==> src/rtl/warp_init_ctrl.sv <==
// warp_init_ctrl: block launch controller for the per-warp state array.
// Splits a launched block into warps, allocates the lowest free warp slot
// for each warp, writes its thread IDs lane by lane, then issues a one-cycle
// initialize strobe carrying mask, block ID, base address and regs/thread.
module warp_init_ctrl #(
    parameter int NUM_WARPS     = 16,
    parameter int WARPID_DEPTH  = $clog2(NUM_WARPS),
    parameter int NUM_BLOCKS    = 8,
    parameter int BLOCKID_DEPTH = $clog2(NUM_BLOCKS),
    parameter int R_ADDR_WIDTH  = 10,
    parameter int WARP_WIDTH    = 32,
    parameter int WARP_DEPTH    = $clog2(WARP_WIDTH),
    parameter int BLOCK_DIM     = 32,
    parameter int MAX_THREADS   = NUM_WARPS * WARP_WIDTH,
    parameter int TCNT_WIDTH    = $clog2(MAX_THREADS + 1)
) (
    input  logic                     clk,
    input  logic                     rst,
    input  logic                     launch_valid,
    output logic                     launch_ready,
    input  logic [BLOCKID_DEPTH-1:0] launch_bid,
    input  logic [TCNT_WIDTH-1:0]    launch_threads,
    input  logic [R_ADDR_WIDTH-1:0]  launch_base_addr,
    input  logic [R_ADDR_WIDTH-1:0]  launch_reg_per_thread,
    input  logic [NUM_WARPS-1:0]     warp_valid,
    output logic [NUM_WARPS-1:0]     wi_o,
    output logic [WARPID_DEPTH-1:0]  wid_init_o,
    output logic [BLOCKID_DEPTH-1:0] bid_o,
    output logic [R_ADDR_WIDTH-1:0]  base_addr_o,
    output logic [R_ADDR_WIDTH-1:0]  reg_per_thread_o,
    output logic [WARP_WIDTH-1:0]    wmask_o,
    output logic [NUM_WARPS-1:0]     tid_we_o,
    output logic [WARP_DEPTH-1:0]    tid_wa_o,
    output logic [BLOCK_DIM-1:0]     tid_d_o,
    output logic                     busy,
    output logic                     done
);

    typedef enum logic [2:0] {
        S_IDLE,
        S_ALLOC,
        S_TID,
        S_INIT,
        S_DONE
    } state_t;

    state_t                     state;
    logic [BLOCKID_DEPTH-1:0]   bid_q;
    logic [R_ADDR_WIDTH-1:0]    rpt_q;
    // base address of the current warp, advanced by one warp stride per warp
    logic [R_ADDR_WIDTH-1:0]    base_acc;
    // first thread ID of the current warp (k * WARP_WIDTH)
    logic [BLOCK_DIM-1:0]       tid_base;
    logic [TCNT_WIDTH-1:0]      remaining;
    logic [NUM_WARPS-1:0]       used;
    logic [NUM_WARPS-1:0]       slot_oh;
    logic [WARPID_DEPTH-1:0]    slot;

    logic [NUM_WARPS-1:0]       free;
    logic [NUM_WARPS-1:0]       free_oh;
    logic [WARPID_DEPTH-1:0]    free_idx;
    logic [R_ADDR_WIDTH-1:0]    stride;
    logic [TCNT_WIDTH-1:0]      rem_next;
    logic [WARP_DEPTH-1:0]      lane_inc;

    localparam logic [TCNT_WIDTH-1:0] WARP_CNT = TCNT_WIDTH'(WARP_WIDTH);
    localparam logic [TCNT_WIDTH-1:0] MAX_CNT  = TCNT_WIDTH'(MAX_THREADS);
    localparam logic [WARP_DEPTH-1:0] LAST_LANE = WARP_DEPTH'(WARP_WIDTH - 1);

    // Thread count limited to what one MP can hold.
    function automatic logic [TCNT_WIDTH-1:0] clamp_threads(input logic [TCNT_WIDTH-1:0] thr);
        if (thr > MAX_CNT)
            return MAX_CNT;
        return thr;
    endfunction

    // Active-lane mask for a warp given the threads still to be placed.
    function automatic logic [WARP_WIDTH-1:0] warp_mask(input logic [TCNT_WIDTH-1:0] rem);
        if (rem >= WARP_CNT)
            return '1;
        return (WARP_WIDTH'(1) << rem) - WARP_WIDTH'(1);
    endfunction

    // Slots that are neither occupied nor already handed out in this launch.
    assign free     = ~warp_valid & ~used;
    assign free_oh  = free & (~free + NUM_WARPS'(1));
    assign stride   = rpt_q << WARP_DEPTH;
    assign rem_next = (remaining >= WARP_CNT) ? (remaining - WARP_CNT) : '0;
    assign lane_inc = tid_wa_o + WARP_DEPTH'(1);

    // Lowest-index free slot as a binary warp ID.
    always_comb begin
        free_idx = '0;
        for (int i = NUM_WARPS - 1; i >= 0; i--) begin
            if (free[i])
                free_idx = WARPID_DEPTH'(i);
        end
    end

    // Launch FSM; every output is a register updated alongside the state.
    always_ff @(posedge clk or posedge rst) begin
        if (rst) begin
            state            <= S_IDLE;
            launch_ready     <= 1'b0;
            busy             <= 1'b0;
            done             <= 1'b0;
            wi_o             <= '0;
            wid_init_o       <= '0;
            bid_o            <= '0;
            base_addr_o      <= '0;
            reg_per_thread_o <= '0;
            wmask_o          <= '0;
            tid_we_o         <= '0;
            tid_wa_o         <= '0;
            tid_d_o          <= '0;
            bid_q            <= '0;
            rpt_q            <= '0;
            base_acc         <= '0;
            tid_base         <= '0;
            remaining        <= '0;
            used             <= '0;
            slot_oh          <= '0;
            slot             <= '0;
        end else begin
            case (state)
                S_IDLE: begin
                    launch_ready <= 1'b1;
                    if (launch_valid && launch_ready) begin
                        launch_ready <= 1'b0;
                        busy         <= 1'b1;
                        bid_q        <= launch_bid;
                        rpt_q        <= launch_reg_per_thread;
                        base_acc     <= launch_base_addr;
                        remaining    <= clamp_threads(launch_threads);
                        tid_base     <= '0;
                        used         <= '0;
                        if (launch_threads == '0) begin
                            done  <= 1'b1;
                            state <= S_DONE;
                        end else begin
                            state <= S_ALLOC;
                        end
                    end
                end
                S_ALLOC: begin
                    // wait here until some slot frees up
                    if (|free) begin
                        slot     <= free_idx;
                        slot_oh  <= free_oh;
                        used     <= used | free_oh;
                        tid_we_o <= free_oh;
                        tid_wa_o <= '0;
                        tid_d_o  <= tid_base;
                        state    <= S_TID;
                    end
                end
                S_TID: begin
                    if (tid_wa_o == LAST_LANE) begin
                        tid_we_o         <= '0;
                        wi_o             <= slot_oh;
                        wid_init_o       <= slot;
                        bid_o            <= bid_q;
                        reg_per_thread_o <= rpt_q;
                        base_addr_o      <= base_acc;
                        wmask_o          <= warp_mask(remaining);
                        state            <= S_INIT;
                    end else begin
                        tid_wa_o <= lane_inc;
                        tid_d_o  <= tid_base + BLOCK_DIM'(lane_inc);
                    end
                end
                S_INIT: begin
                    wi_o      <= '0;
                    remaining <= rem_next;
                    tid_base  <= tid_base + BLOCK_DIM'(WARP_WIDTH);
                    base_acc  <= base_acc + stride;
                    if (rem_next == '0) begin
                        done  <= 1'b1;
                        state <= S_DONE;
                    end else begin
                        state <= S_ALLOC;
                    end
                end
                S_DONE: begin
                    done         <= 1'b0;
                    busy         <= 1'b0;
                    launch_ready <= 1'b1;
                    state        <= S_IDLE;
                end
                default: begin
                    state <= S_IDLE;
                end
            endcase
        end
    end

endmodule

==> config.mk <==
export PLATFORM = sky130hd
export DESIGN_NAME = warp_init_ctrl
export DESIGN_NICKNAME = d
export VERILOG_FILES = /design/src/rtl/warp_init_ctrl.sv
export SDC_FILE = /design/constraint.sdc
export NUM_CORES = 1
export LEC_CHECK = 0
export ABC_AREA = 1
export BUFFER_PORTS_ARGS = -buffer_cell sky130_fd_sc_hd__buf_2
export CAP_MARGIN = 20
export CORE_MARGIN = 10
export CORE_UTILIZATION = 44
export CTS_CLUSTER_DIAMETER = 150
export CTS_CLUSTER_SIZE = 16
export DETAILED_ROUTE_END_ITERATION = 10
export PLACE_DENSITY = 0.63
export SYNTH_ARGS = -nofsm -noshare
export SYNTH_HDL_FRONTEND = slang
export SYNTH_SLANG_ARGS = --single-unit
==> constraint.sdc <==
create_clock -name clk -period 8.4 [get_ports clk]
set_clock_uncertainty 0.05 [all_clocks]
set_input_delay 0.42 -clock clk [delete_from_list [all_inputs] [get_ports clk]]
set_output_delay 0.42 -clock clk [all_outputs]
set_load 0.02 [all_outputs]
==> run metrics, run 1 <==
maximum root-to-sink buffer count 3; most common cell after layout, fill and taps aside nand2_1; Yosys top cell area share 50.9%; number of synthesized register bits 230; crit-path max FO 60; CP required 8.78 ns; cell at the slowest stage of the critical path inv_2; minimum clock period 3.85 ns; layout cells sized above 1 19.2%; Worst Path Buf+Inv 6; Synth area leader dfrtp_1; first-pass GRT wire length 51.1 mm; DRT Pass-1 Iters 5; min-delay worst type input pin to register; synth unique cells 51; Crit Path Class register to register; PortBufs 182; I/O pins 183; max_slew headroom 35.4%; vias post-DR 9,629; critical path, cell by cell ha_1, nand2_1, nor2_1, ha_1, inv_1, nor2_2, buf_4, inv_2, buf_4, nand2_1, inv_1, nand2_2, inv_2, nand2_1, nand2_1; GRT Util Overall 18.6%; CP Capture Type register; area delta synth->final 14.5%; maxcap violations 0; Slew @ Worst Pin 0.965 ns; status completed; Power per Cell Area 258 nW/um2; DRC 0; CTS clock-pin slew for the worst setup and hold paths 0.07 ns; Die ar. 32,500 um2; largest net degree at the start of global routing 89; Clock Latency Late Sink 0.50 ns; post-layout util 51.3%; top post-synthesis cells by area dfrtp_1 51%, nand2_1 9.1%, inv_1 6.4%, o21ai_0 6.2%, nand3_1 3.8%; setup violators final 0; CTS tree yes; Post-Syn Area 11,300 um2; Final Hold Violating Endpoints 0; commonest cells after routing, fill and taps aside 273 x nand2_1, 230 x dfrtp_1, 191 x inv_1; CTS Buf Count 18; Cells after DPL 1,835; dominant synthesized flop cell dfrtp_1; FMAX 260 MHz; Post-Route WL 31.1 mm; Worst EP arrival 4.23 ns; cells after synthesis 1,366; worst vdd ir 0.000125 V; synth warn 0; num rows 58; core box area 25,300 um2; initial antenna violation count 0; vias in the first global route 9,621; EDFF count, synth 0; die height 180 um; setup bufs post-CTS 0; Diodes inserted 0; RSZ-0062 raised after global routing no; Critical Path Max Stage Delay 0.58 ns; Worst setup SP type register; delay-heaviest family, CP buffers and inverters; Leak 6.82 nW; Die Width 180 um; Critical Path Most Common Cell nand2_1; Syn Nets 1,429; CTS sink count 230; Via density 5.19; DRT iter0 DRCs 666; post-synthesis async set-or-reset flop share 100%; Final GP Congestion 0.929; fin cells 1,856; CTS root buf clkbuf_16; Seq/Total Area, Yosys 50.9%; total grt overflow 0; hpwl dp 22.9 mm; Avg WL per Cell 16.7 um; Avg Inst Size Synth 8.28 um2; fill count 2,464; Final TNS setup 0 ns; initial core utilization 44.8%; H-tree depth 1; final antenna-violating net count 0; Final Max Tran Viols 0; Nets 1,589; Tcrit/Tclk final 45.8%
[logic make-up (layout without fill, tap and decap cells)]
group,count (synthesis),in the layout,synth area share (%)
and+or+nand+nor,613,613,25.9
buffers and inverters,249,409,8.67
AOI/OAI and AO/OA,236,236,11.2
DFF,230,230,50.9
xor gates and xnor gates,23,23,1.78
adders and majority gates,11,11,1.28
muxes,3,3,0.276
other,1,1,0.0331
[path summary, 6_finish.rpt]
check	from	to	slack, ns	cells past startpoint
setup / recovery	tid_wa_o[0]$_DFFE_PP0P_	tid_d_o[28]$_DFFE_PP0P_	4.55	15
hold / removal	launch_bid[2]	bid_q[2]$_DFFE_PP0P_	0.08	3
max in group asynchronous	rst	wi_o[7]$_DFFE_PP0P_	6.39	4
setup reg to reg	tid_wa_o[0]$_DFFE_PP0P_	tid_d_o[28]$_DFFE_PP0P_	4.55	15
hold reg to reg	tid_d_o[3]$_DFFE_PP0P_	tid_d_o[3]$_DFFE_PP0P_	0.42	2
min in group asynchronous	rst	wmask_o[7]$_DFFE_PP0P_	0.50	3
[through the flow]
step	total power [W]	instance area (um2)	setup WS, ns	hold WS, ns
after floorplan	0.00229	11300	1.63	0.392
after global placement	0.00257	12500	4.67	0.406
after detailed placement	0.00259	12500	4.57	0.405
after CTS	0.00338	13000	4.57	0.0589
after global routing	0.00359	13000	4.11	0.0728
final	0.00335	13000	4.55	0.0791
[flip-flops by register name (all words and copies together) (netlist names)]
| register | flops |
|---|---|
| slot_oh | 16 |
| wmask_o | 32 |
| busy | 1 |
| wid_init_o | 4 |
| bid_q | 3 |
| launch_ready | 1 |
| slot | 4 |
| tid_d_o | 32 |
| tid_base | 27 |
| wi_o | 16 |
| remaining | 10 |
| reg_per_thread_o | 10 |
| tid_we_o | 16 |
| used | 16 |
| rpt_q | 10 |
| state | 3 |
| done | 1 |
| base_addr_o | 10 |
| tid_wa_o | 5 |
| bid_o | 3 |
| base_acc | 10 |
[routing by layer]
layer / vias to the layer above / part of all wire [%] / global-route usage [%]
li1: 4755 / - / -
met1: 4583 / 46 / 25.0
met2: 252 / 46 / 30.1
met3: 39 / 6.1 / 4.06
met4: 0 / 2.0 / 4.33
met5: - / 0 / 0
[power by group]
part | internal [W] | switching (W)
Combinational | 0.000337 | 0.000822
Clock | 0.000387 | 0.000397
Sequential | 0.00128 | 0.000129
Total | 0.00200 | 0.00135
[what timing repair did]
action	4_1_cts	5_1_grt
resized for setup	0	0
setup endpoints to repair	0	0
hold buffers	1	0
hold endpoints to repair	73	0
[cells in the mapped netlist (15+ instances only)]
| cell | instances |
|---|---|
| nor2_1 | 106 |
| nand2_1 | 274 |
| nor2_4 | 15 |
| buf_2 | 16 |
| a21oi_1 | 41 |
| nor2_2 | 18 |
| o21ai_1 | 18 |
| xor2_1 | 15 |
| nand3_1 | 85 |
| inv_1 | 193 |
| clkbuf_1 | 28 |
| o21ai_0 | 141 |
| nand4_1 | 45 |
| dfrtp_1 | 230 |
| nor4_1 | 15 |
[final cells by class]
class / instances / area [um2] / share of cell area, %
Multi-Input combinational cell: 887 / 4590 / 35.4
Clock inverter: 2 / 27.5 / 0.212
Clock buffer: 18 / 450 / 3.47
Tap cell: 330 / 413 / 3.19
Sequential cell: 230 / 5760 / 44.4
Inverter: 199 / 754 / 5.82
Timing Repair Buffer: 190 / 973 / 7.51
[tightest hold or removal path, cell delays in order]
cell     delay [ns]
buf_2          0.08
nand2_1        0.04
o21ai_0        0.06
No activity file was read; power rests on OpenSTA's default activity.
==> run 2: changes to the inputs <==
==> constraint.sdc (replaced) <==
create_clock -name clk -period 3.8 [get_ports clk]
set_clock_uncertainty 0.05 [all_clocks]
set_input_delay 0.19 -clock clk [delete_from_list [all_inputs] [get_ports clk]]
set_output_delay 0.19 -clock clk [all_outputs]
set_load 0.02 [all_outputs]
==> run metrics, run 2 (synthesized netlist as in run 1, its figures left out) <==
power consumption 0.00744 W (+120%); fill count 2,373 (-3.7%); biggest registers after layout tid_d_o x32, wmask_o x32, tid_base x27; Final TNS setup 0 ns (unchanged); Worst R2R Start state[0]$_DFFE_PP0P_; Final Hold Violating Endpoints 0 (unchanged); Avg WL per Cell 16.8 um (+0.43%); Hold Crit Start warp_valid[2]; CP Capture Type register; Clock Latency Late Sink 0.51 ns (about the same); reg2reg setup slack 0.95 ns (-3.61 ns); Post-Route WL 31.9 mm (+2.7%); num rows 58 (unchanged); final antenna-violating net count 0 (unchanged); Final GP Congestion 0.956 (+2.9%); Power per Cell Area 557 nW/um2 (+120%); area delta synth->final 18.1%; Final Max Tran Viols 0 (unchanged); RR Endpoint remaining[4]$_DFFE_PP0P_; total grt overflow 0 (unchanged); most common cell after layout, fill and taps aside nand2_1; initial antenna violation count 2 (+2); met2 Resource Use GR 31.2% (+1.1 points); PortBufs 182 (unchanged); H-tree depth 1 (unchanged); maximum root-to-sink buffer count 3 (unchanged); Leak 6.99 nW (+2.5%); max_slew headroom 35.3% (-0.16 points); busiest grt layer met2; hpwl dp 23.5 mm (+2.4%); Worst setup SP type register; Via density 5.17 (-0.32%); setup violators final 0 (unchanged); maxcap violations 0 (unchanged); CTS sink count 230 (unchanged); post-layout util 52.9% (+1.6 points); largest net degree at the start of global routing 145 (+63%); FMAX 350 MHz (+35%); vias post-DR 9,815 (+1.9%); status completed; CP required 4.15 ns (-4.63 ns); Die Width 180 um (unchanged); die height 180 um (unchanged); initial core utilization 44.8% (unchanged); WHS Endpoint used[2]$_DFFE_PP0P_; FF-to-FF path depth 11 (-4); Die ar. 32,500 um2 (unchanged); Tcrit/Tclk final 75.1% (+29 points); DRC 0 (unchanged); Worst EP arrival 3.21 ns (-1.02 ns); CTS root buf clkbuf_16; pre-CTS WS 1.21 ns (-3.37 ns); DRT Pass-1 Iters 5 (unchanged); DRT iter0 DRCs 540 (-19%); minimum clock period 2.85 ns (-0.993 ns); GR Util met3 3.84% (-0.22 points); Crit Path Class register to register; core box area 25,300 um2 (unchanged); commonest cells after routing, fill and taps aside 273 x nand2_1, 230 x dfrtp_1, 191 x inv_1; Nets 1,629 (+2.5%); hold-critical path depth 4 (+1); layout cells sized above 1 18.9% (-0.30 points); post-route setup slack 0.946 ns (-3.61 ns); Slew @ Worst Pin 0.971 ns (+0.00587 ns); I/O pins 183 (unchanged); worst vdd ir 0.000328 V (+160%); min-delay worst type input pin to register; first-pass GRT wire length 52.3 mm (+2.2%); GRT Util Overall 19.2% (+0.55 points); CTS clock-pin slew for the worst setup and hold paths 0.08 ns (about the same); met1 Track Usage GR 25.3% (+0.25 points); CTS Buf Count 18 (unchanged); crit-path max FO 27 (-55%); CTS tree yes; RSZ-0062 raised after global routing no; vias in the first global route 9,811 (+2.0%)
[run 2: repair_timing]
item                                   4_1_cts  5_1_grt
hold buffers                                38        0
endpoints found under the hold margin       70        0
buffers inserted                             0        0
resized for setup                            0        0
[run 2: area by class of cell]
cell class	instances	area (um2)	share of cell area, %
inverter	199	751	5.62
clock inverter	2	27.5	0.206
timing repair buffer	230	1380	10.3
antenna	2	5.00	0.0374
sequential	230	5760	43.1
tap	330	413	3.09
clock buffer	18	450	3.37
multi-input combinational	887	4590	34.3
[run 2: worst max-delay path, stage by stage (launching register included)]
cell	delay (ns)
dfrtp_1	0.40
nor2_1	0.15
inv_1	0.10
nor2_1	0.14
inv_1	0.10
nor2_4	0.10
inv_2	0.22
nand2_1	0.57
nand2_1	0.10
inv_1	0.16
o22ai_1	0.08
dlygate4sd3_1	0.57
[run 2: worst max path at each step]
stage                                       start                  endpoint  slack (ns)  cells after the start
after floorplan                               rst   base_acc[0]$_DFFE_PP0P_        0.55                      1
after global placement    tid_wa_o[0]$_DFFE_PP0P_  tid_we_o[10]$_DFFE_PP0P_        1.26                      9
after detailed placement  tid_wa_o[0]$_DFFE_PP0P_  tid_we_o[12]$_DFFE_PP0P_        1.21                      9
after CTS                    state[0]$_DFFE_PP0P_  remaining[4]$_DFFE_PP0P_        0.93                     11
after global routing         state[0]$_DFFE_PP0P_  remaining[3]$_DFFE_PP0P_        0.70                     11
final                        state[0]$_DFFE_PP0P_  remaining[4]$_DFFE_PP0P_        0.95                     11
[run 2: report_power, final]
group | switching (W) | total (W) | internal (W)
clock network | 0.000864 | 0.00172 | 0.000855
logic | 0.00181 | 0.00262 | 0.000801
registers | 0.000287 | 0.00311 | 0.00282
total | 0.00297 | 0.00744 | 0.00448
[run 2: per-stage QoR]
stage	hold WS (ns)	instance area, um2	std cells
after CTS	0.00107	13400	1896
after detailed placement	0.141	12500	1838
after global placement	0.143	12500	1838
final	0.0184	13400	1898
after floorplan	0.257	11300	1366
after global routing	0.0301	13400	1898
[run 2: routing by layer]
| layer | share of wire [%] | up-vias |
|---|---|---|
| met5 | 0 | - |
| met4 | 2.9 | 0 |
| li1 | - | 4828 |
| met3 | 5.9 | 57 |
| met1 | 44 | 4664 |
| met2 | 47 | 266 |
